--- config.mk ---
export PLATFORM = sky130hd
export DESIGN_NAME = cond_unit
export DESIGN_NICKNAME = d
export VERILOG_FILES = /design/src/rtl/cond_unit_pkg.sv /design/src/rtl/cond_check.sv /design/src/rtl/cond_unit.sv
export SDC_FILE = /design/constraint.sdc
export NUM_CORES = 1
export LEC_CHECK = 0
export ABC_AREA = 1
export CAP_MARGIN = 20
export CORE_AREA = 2 2 39 41
export DETAILED_ROUTE_END_ITERATION = 10
export DIE_AREA = 0 0 41 43
export PLACE_DENSITY = 0.75
export SLEW_MARGIN = 10
export SYNTH_ARGS = -nofsm -noshare
export SYNTH_HDL_FRONTEND = slang
export SYNTH_SLANG_ARGS = --single-unit
--- constraint.sdc ---
create_clock -name clk -period 1.7 [get_ports clk]
set_clock_uncertainty 0.15 [all_clocks]
set_input_delay 0.34 -clock clk [delete_from_list [all_inputs] [get_ports clk]]
set_output_delay 0.34 -clock clk [all_outputs]
set_load 0.02 [all_outputs]
--- src/rtl/cond_unit_pkg.sv ---
// Shared constants for the condition/flag stage.
// The ALU and the decoder use the same encodings, so all of them are kept here.
package cond_unit_pkg;

    // ARM condition field, instruction bits [31:28]
    typedef logic [3:0] cond_t;

    localparam cond_t COND_EQ = 4'b0000;
    localparam cond_t COND_NE = 4'b0001;
    localparam cond_t COND_CS = 4'b0010;
    localparam cond_t COND_CC = 4'b0011;
    localparam cond_t COND_MI = 4'b0100;
    localparam cond_t COND_PL = 4'b0101;
    localparam cond_t COND_VS = 4'b0110;
    localparam cond_t COND_VC = 4'b0111;
    localparam cond_t COND_HI = 4'b1000;
    localparam cond_t COND_LS = 4'b1001;
    localparam cond_t COND_GE = 4'b1010;
    localparam cond_t COND_LT = 4'b1011;
    localparam cond_t COND_GT = 4'b1100;
    localparam cond_t COND_LE = 4'b1101;
    localparam cond_t COND_AL = 4'b1110;
    // Unconditional space is unsupported here and treated as never-execute
    localparam cond_t COND_NV = 4'b1111;

    // Bit positions inside the {N,Z,C,V} flag vector
    localparam int FLAG_N = 3;
    localparam int FLAG_Z = 2;
    localparam int FLAG_C = 1;
    localparam int FLAG_V = 0;

    // FlagW bit meanings: [1] writes the N,Z pair, [0] writes the C,V pair
    localparam int FLAGW_NZ = 1;
    localparam int FLAGW_CV = 0;

    // Structured view of the flag vector, same bit order as {N,Z,C,V}
    typedef struct packed {
        logic n;
        logic z;
        logic c;
        logic v;
    } flags_t;

endpackage

--- src/rtl/cond_check.sv ---
// Purely combinational condition evaluator: Cond + {N,Z,C,V} -> CondEx.
// Holds no state so it can be dropped into a pipelined datapath unchanged.
module cond_check
    import cond_unit_pkg::*;
(
    input  logic [3:0] cond,
    input  logic [3:0] flags,
    output logic       cond_ex
);

    flags_t f;
    logic   ge;

    assign f  = flags_t'(flags);
    // Signed "greater or equal" holds when N and V agree
    assign ge = (f.n == f.v);

    // Decode the condition field against the stored flags; every encoding is defined
    always_comb begin
        cond_ex = 1'b0;
        case (cond)
            COND_EQ: cond_ex = f.z;
            COND_NE: cond_ex = ~f.z;
            COND_CS: cond_ex = f.c;
            COND_CC: cond_ex = ~f.c;
            COND_MI: cond_ex = f.n;
            COND_PL: cond_ex = ~f.n;
            COND_VS: cond_ex = f.v;
            COND_VC: cond_ex = ~f.v;
            COND_HI: cond_ex = f.c & ~f.z;
            COND_LS: cond_ex = ~f.c | f.z;
            COND_GE: cond_ex = ge;
            COND_LT: cond_ex = ~ge;
            COND_GT: cond_ex = ~f.z & ge;
            COND_LE: cond_ex = f.z | ~ge;
            COND_AL: cond_ex = 1'b1;
            default: cond_ex = 1'b0;
        endcase
    end

endmodule

--- src/rtl/cond_unit.sv ---
// Condition/flag stage behind the ALU of the single-cycle ARM datapath.
// Owns the NZCV register, evaluates the condition field against it and gates
// the decoder write strobes. Flag updates are seen by the next instruction only.
module cond_unit
    import cond_unit_pkg::*;
#(
    parameter logic [3:0] RESET_FLAGS = 4'b0000
) (
    input  logic       clk,
    input  logic       reset,
    input  logic [3:0] Cond,
    input  logic [3:0] ALUFlags,
    input  logic [1:0] FlagW,
    input  logic       PCS,
    input  logic       RegW,
    input  logic       MemW,
    input  logic       NoWrite,
    output logic       PCSrc,
    output logic       RegWrite,
    output logic       MemWrite,
    output logic       CondEx,
    output logic [3:0] Flags,
    output logic       CarryIn
);

    logic cond_ex;
    logic write_nz;
    logic write_cv;

    // Condition is always judged on the stored (pre-update) flags
    cond_check u_cond_check (
        .cond    (Cond),
        .flags   (Flags),
        .cond_ex (cond_ex)
    );

    // A failed condition suppresses the flag write as well as the strobes
    assign write_nz = FlagW[FLAGW_NZ] & cond_ex;
    assign write_cv = FlagW[FLAGW_CV] & cond_ex;

    // Flag register: reset wins over any write, each pair updates independently
    always_ff @(posedge clk) begin
        if (!reset) begin
            Flags <= RESET_FLAGS;
        end else begin
            if (write_nz) begin
                Flags[FLAG_N:FLAG_Z] <= ALUFlags[FLAG_N:FLAG_Z];
            end
            if (write_cv) begin
                Flags[FLAG_C:FLAG_V] <= ALUFlags[FLAG_C:FLAG_V];
            end
        end
    end

    assign CondEx   = cond_ex;
    assign PCSrc    = PCS & cond_ex;
    // Compare-type instructions only set flags, so the register write is dropped
    assign RegWrite = RegW & cond_ex & ~NoWrite;
    assign MemWrite = MemW & cond_ex;
    assign CarryIn  = Flags[FLAG_C];

endmodule

# After elaboration in Yosys (flattened, before gate mapping)
# Index checks and enable logic that the tools add are counted.
[totals]
reg_bits = 4
input_bits = 16
output_inout_bits = 9
word_cells = 35
[classes]
eq_ne = 15
mux = 1
bitwise = 16
n_reduce_logical = 1
[op_table]
columns = ["operator", "n"]
rows = [
  ["equality test 4 bit (second input constant)", 7],
  ["equality test 4 x 3 -> 1 bit (second input constant)", 4],
  ["case mux 1 bit (15 select lines)", 1],
  ["bitwise AND 1 bit", 8],
  ["equality test 4 x 2 -> 1 bit (second input constant)", 2],
  ["NOT 1 bit", 6],
  ["equality test 4 x 1 -> 1 bit (second input constant)", 1],
  ["zero test 4 bit", 1],
  ["bitwise OR 1 bit", 2],
  ["equality test 1 bit", 1],
]

# Depth between registers and ports, before layout
# Gate-level depths: netlist of run 1.
[depth]
ltp_word = 6
mapped_depth = 12
mapped_depth_nobuf = 12

# By module
# Synthesis of run 1 repeated with hierarchy kept, for this count alone.
[hier_totals]
cells_unflattened = 88
area_unflattened_um2 = 421.7
[by_module_without_submodules]
columns = ["mod", "instances", "cells_each", "area_per_inst_um2", "seq_area_each_um2"]
rows = [
  ["cond_check", 1, 55, 229.0, 0.0],
  ["cond_unit", 1, 33, 192.7, 80.1],
]

# Worst setup path after synthesis of run 1
# No wires, ideal clock.
[synth_timing]
kind = "reg2out"
from = "register Flags[1]"
to = "output MemWrite"
arrival_ns = 1.478
required_ns = 1.210
path_slack_ns = -0.268
path_stages_with_launch = 7
n_path_buf = 0
cell_sequence = "dfxtp_1 -> inv_1 -> a21oi_4 -> nand3_1 -> nand2_2 -> nor2_4 -> a21boi_0"
[synth_between]
elab_chain_cells = 4
elab_cells_between_ends = 5
classes_between = "mux: 1; bitwise: 4"
[synth_rtl]
columns = ["item", "line", "text"]
rows = [
  ["from (decl)", "cond_unit.sv:22", "output logic [3:0] Flags,"],
  ["from (signal, indexed assignment)", "cond_unit.sv:47", "Flags[FLAG_N:FLAG_Z] <= ALUFlags[FLAG_N:FLAG_Z];"],
  ["from (signal, indexed assignment)", "cond_unit.sv:50", "Flags[FLAG_C:FLAG_V] <= ALUFlags[FLAG_C:FLAG_V];"],
  ["NOT 1 bit", "cond_check.sv:25, cond_check.sv:31", ""],
  ["bitwise OR 1 bit", "cond_check.sv:31", "COND_LS: cond_ex = ~f.c | f.z;"],
  ["case mux 1 bit (15 select lines) (*)", "cond_check.sv:21", "case (cond)"],
  ["bitwise AND 1 bit (*)", "cond_unit.sv:59", "assign MemWrite = MemW & cond_ex;"],
  ["to (decl)", "cond_unit.sv:20", "output logic MemWrite,"],
]
# Mark *: on every way between the ends. The rest lies on a longest branch, timed or not.

# Final worst setup path of run 1
[layout_timing]
from = "register Flags[3]"
to = "output CondEx"
[layout_between]
elab_chain_cells = 4
elab_cells_between_ends = 6
classes_between = "eq/ne: 1; mux: 1; bitwise: 4"
[layout_rtl]
columns = ["item", "line", "text"]
rows = [
  ["equality test 1 bit", "cond_check.sv:16", "assign ge = (f.n == f.v);"],
  ["NOT 1 bit", "cond_check.sv:33, cond_check.sv:35", ""],
  ["bitwise OR 1 bit", "cond_check.sv:35", "COND_LE: cond_ex = f.z | ~ge;"],
  ["case mux 1 bit (15 select lines) (*)", "cond_check.sv:21", ""],
  ["to (decl)", "cond_unit.sv:21", "output logic CondEx,"],
]
# Marks and branches as above.

==> metrics.cfg, run 1 <==
[yosys]
synthCells = 79
yosys_warnings = 0
yosysUniqueCellTypes = 17
yosysSeqAreaShare_pct = 18.44
avgSynthCellArea_um2 = 5.496
ys_seq_elements = 4
syn_area_um2 = 434.2
syn_nets = 95

[placement]
dp_worst_setup_slack_ps = -1027
hpwl_um = 996.1
io_buffers = 24
place_congestion = 0.7761
dpl.cell_count = 124

[pwr]
peakVddDrop_mv = 0.4282
p_leak_uw = 0.0004380
p_per_area_mw_per_mm2 = 638.4

[floorplan]
rows = 14
die_h_um = 43
core_mm2 = 0.001384
die_area_mm2 = 0.001763
ios = 25
initial_core_util_pct = 31.37
fp.dieW_um = 41

[grt]
grt_pass1_wl_um = 2270
grt.overflow.total = 0
track_usage_pct = 19.26
antenna_found_initial = 0
grt_pass1_vias = 602
grt_max_degree = 9

[sta]
whs_ps = 426.7
drv_slew = 0
period_share_pct = 116.0
relSlewSlack_pct = 83.26
fmaxAchievable_mhz = 506.9
hold_viol = 0
setup-violations-final = 8
worstMarginPinSlew_ps = 250.4
fin_crit_ps = 1973
rsz0062_at_grt = yes
fin_ws_ps = -272.8

[cts]
tritoncts = yes
ctsHtreeMaxLevel = 1
cts_buffer_depth = 2
clkSlewWorstSetupHoldPaths_ps = 40
clockRootBuffer = clkbuf_4
clock_sinks = 4
cts_made_buffers = 3
clkLatencyLatePin_ps = 240

[setup_path]
required_ps = 1210
rr_startpoint = Flags[3]$_SDFFE_PN0P_
rr_worst_depth = 14
path_class = flop to output port
r2r_end = Flags[2]$_SDFFE_PN0P_
cp.arrival_ps = 1480
startpoint_type = flop
end_kind = output port
rrSetupSlack_ps = -100
cp_max_fo = 4

[finish]
drive_above_1_share_pct = 46.96
regMostFlops = Flags
area_growth_pct = 104.3
reg_top3 = Flags: 4 flops
largest_register_ffs = 4
nNetsFinal = 132
fin_cells = 131
diodes = 0

[outcome]
violations = negative setup slack
status = finished, violations left

[worst_hold_path]
min_to = Flags[1]$_SDFFE_PN0P_
hp-start = Flags[1]$_SDFFE_PN0P_
holdPathStages = 3
hp-class = flop to flop

[routing]
viasPerCell = 4.870
wl_per_cell_um = 11.05
antenna_left = 0
drc_errors = 0
dr.pass1.iters = 3
drt_wl_total_um = 1448
vias = 638
initialDrtViolationCount = 6

[flow_run]
max_cap_viol_count = 0

## repair_timing
item                                    4_1_cts  5_1_grt
gates resized for setup                      62       13
endpoints found under the setup margin       13        8
hold buffers                                  0        0
setup buffers                                 2        1
pin swaps                                    10       11
## final cells by class
cell class / instances / area (µm²)
well taps: 16 / 20.02
inverters: 13 / 53.80
clock buffers: 4 / 26.28
repair buffers: 33 / 294.0
multi-input cells: 61 / 400.4
fillers: 130 / 496.7
flip-flops and latches: 4 / 92.59
## cell families after synthesis
kind of cell	count (synthesis)	share of synthesized area (%)
and+or+nand+nor	53	55.62
AOI/OAI and AO/OA	8	12.97
buffers and inverters	14	12.97
DFF	4	18.44
## cells in the mapped netlist, drive strengths merged
library cell   n  share of area [%]
buf            1                1.7
nand3b         1                1.7
nor3           1                1.2
dfxtp          4                 18
nand2         27                 26
a21boi         2                3.5
nor2          12                 13
a21oi          6                9.5
clkinv         1               0.86
nand3         12                 14
inv           12                 10
## layer usage
metal	track usage (%)	part of all wire [%]
met5	0	0
met4	16.67	3.0
met3	3.665	4.5
met2	32.50	54
met1	17.95	38
## how the worst max path moves through the flow
stage / from / to / slack [ps]
floorplan: Flags[3]$_SDFFE_PN0P_ / RegWrite / 20
global placement: Cond[2] / RegWrite / -1030
CTS: Flags[3]$_SDFFE_PN0P_ / CondEx / -310
detailed placement: Cond[2] / RegWrite / -1030
global route: Flags[3]$_SDFFE_PN0P_ / CondEx / -350
finish: Flags[3]$_SDFFE_PN0P_ / CondEx / -270
## where the power goes
group / switching, µW / total, µW / internal [µW]
Clock: 43.0 / 131 / 88.3
Combinational: 161 / 313 / 152
Sequential: 15.2 / 122 / 106
Total: 219 / 566 / 347
## through the flow
step	TNS, ps	power [µW]	utilization, %	area [µm²]
after floorplan	0	250.3	-	456.7
after global placement	-6091	372.5	54.52	754.5
after detailed placement	-6257	377.6	54.52	754.5
after CTS	-1238	534.1	59.58	824.5
after global routing	-2044	602.7	64.10	887.1
final	-1371	566.3	64.10	887.1
## layout by cell type (no fill, tap or decap), types with 2 or more instances in the layout
cell,n
nand2_1,18
clkdlybuf4s50_1,11
inv_1,8
nand3_1,8
buf_4,7
nor2_1,6
buf_6,6
nand2_4,5
a21oi_2,5
dlygate4sd2_1,5
nor2_4,4
nand2_2,4
nand3_2,4
buf_2,4
dfxtp_4,3
clkbuf_4,3
nor2_2,2
inv_4,2
inv_2,2
## critical path: stages (launching register included)
cell and delay [ps]:
dfxtp_4 380, inv_4 50, nand2_4 70, nand2_4 50, nand2_2 60, nand2_1 50, nand2_1 70, nand2_2 70
nor2_4 140, nand2_4 80, buf_6 120, buf_6 120
Note: power is estimated with default switching activity, not from simulation.
==> run 2, diff against run 1 <==
--- a/config.mk
+++ b/config.mk
@@ -8,6 +8,7 @@
 export ABC_AREA = 1
 export CAP_MARGIN = 20
 export CORE_AREA = 2 2 39 41
+export CTS_CLUSTER_DIAMETER = 100
 export DETAILED_ROUTE_END_ITERATION = 10
 export DIE_AREA = 0 0 41 43
 export PLACE_DENSITY = 0.75
==> results of run 2 <==
The final DEF is identical to that of run 1; final timing and power are the same.
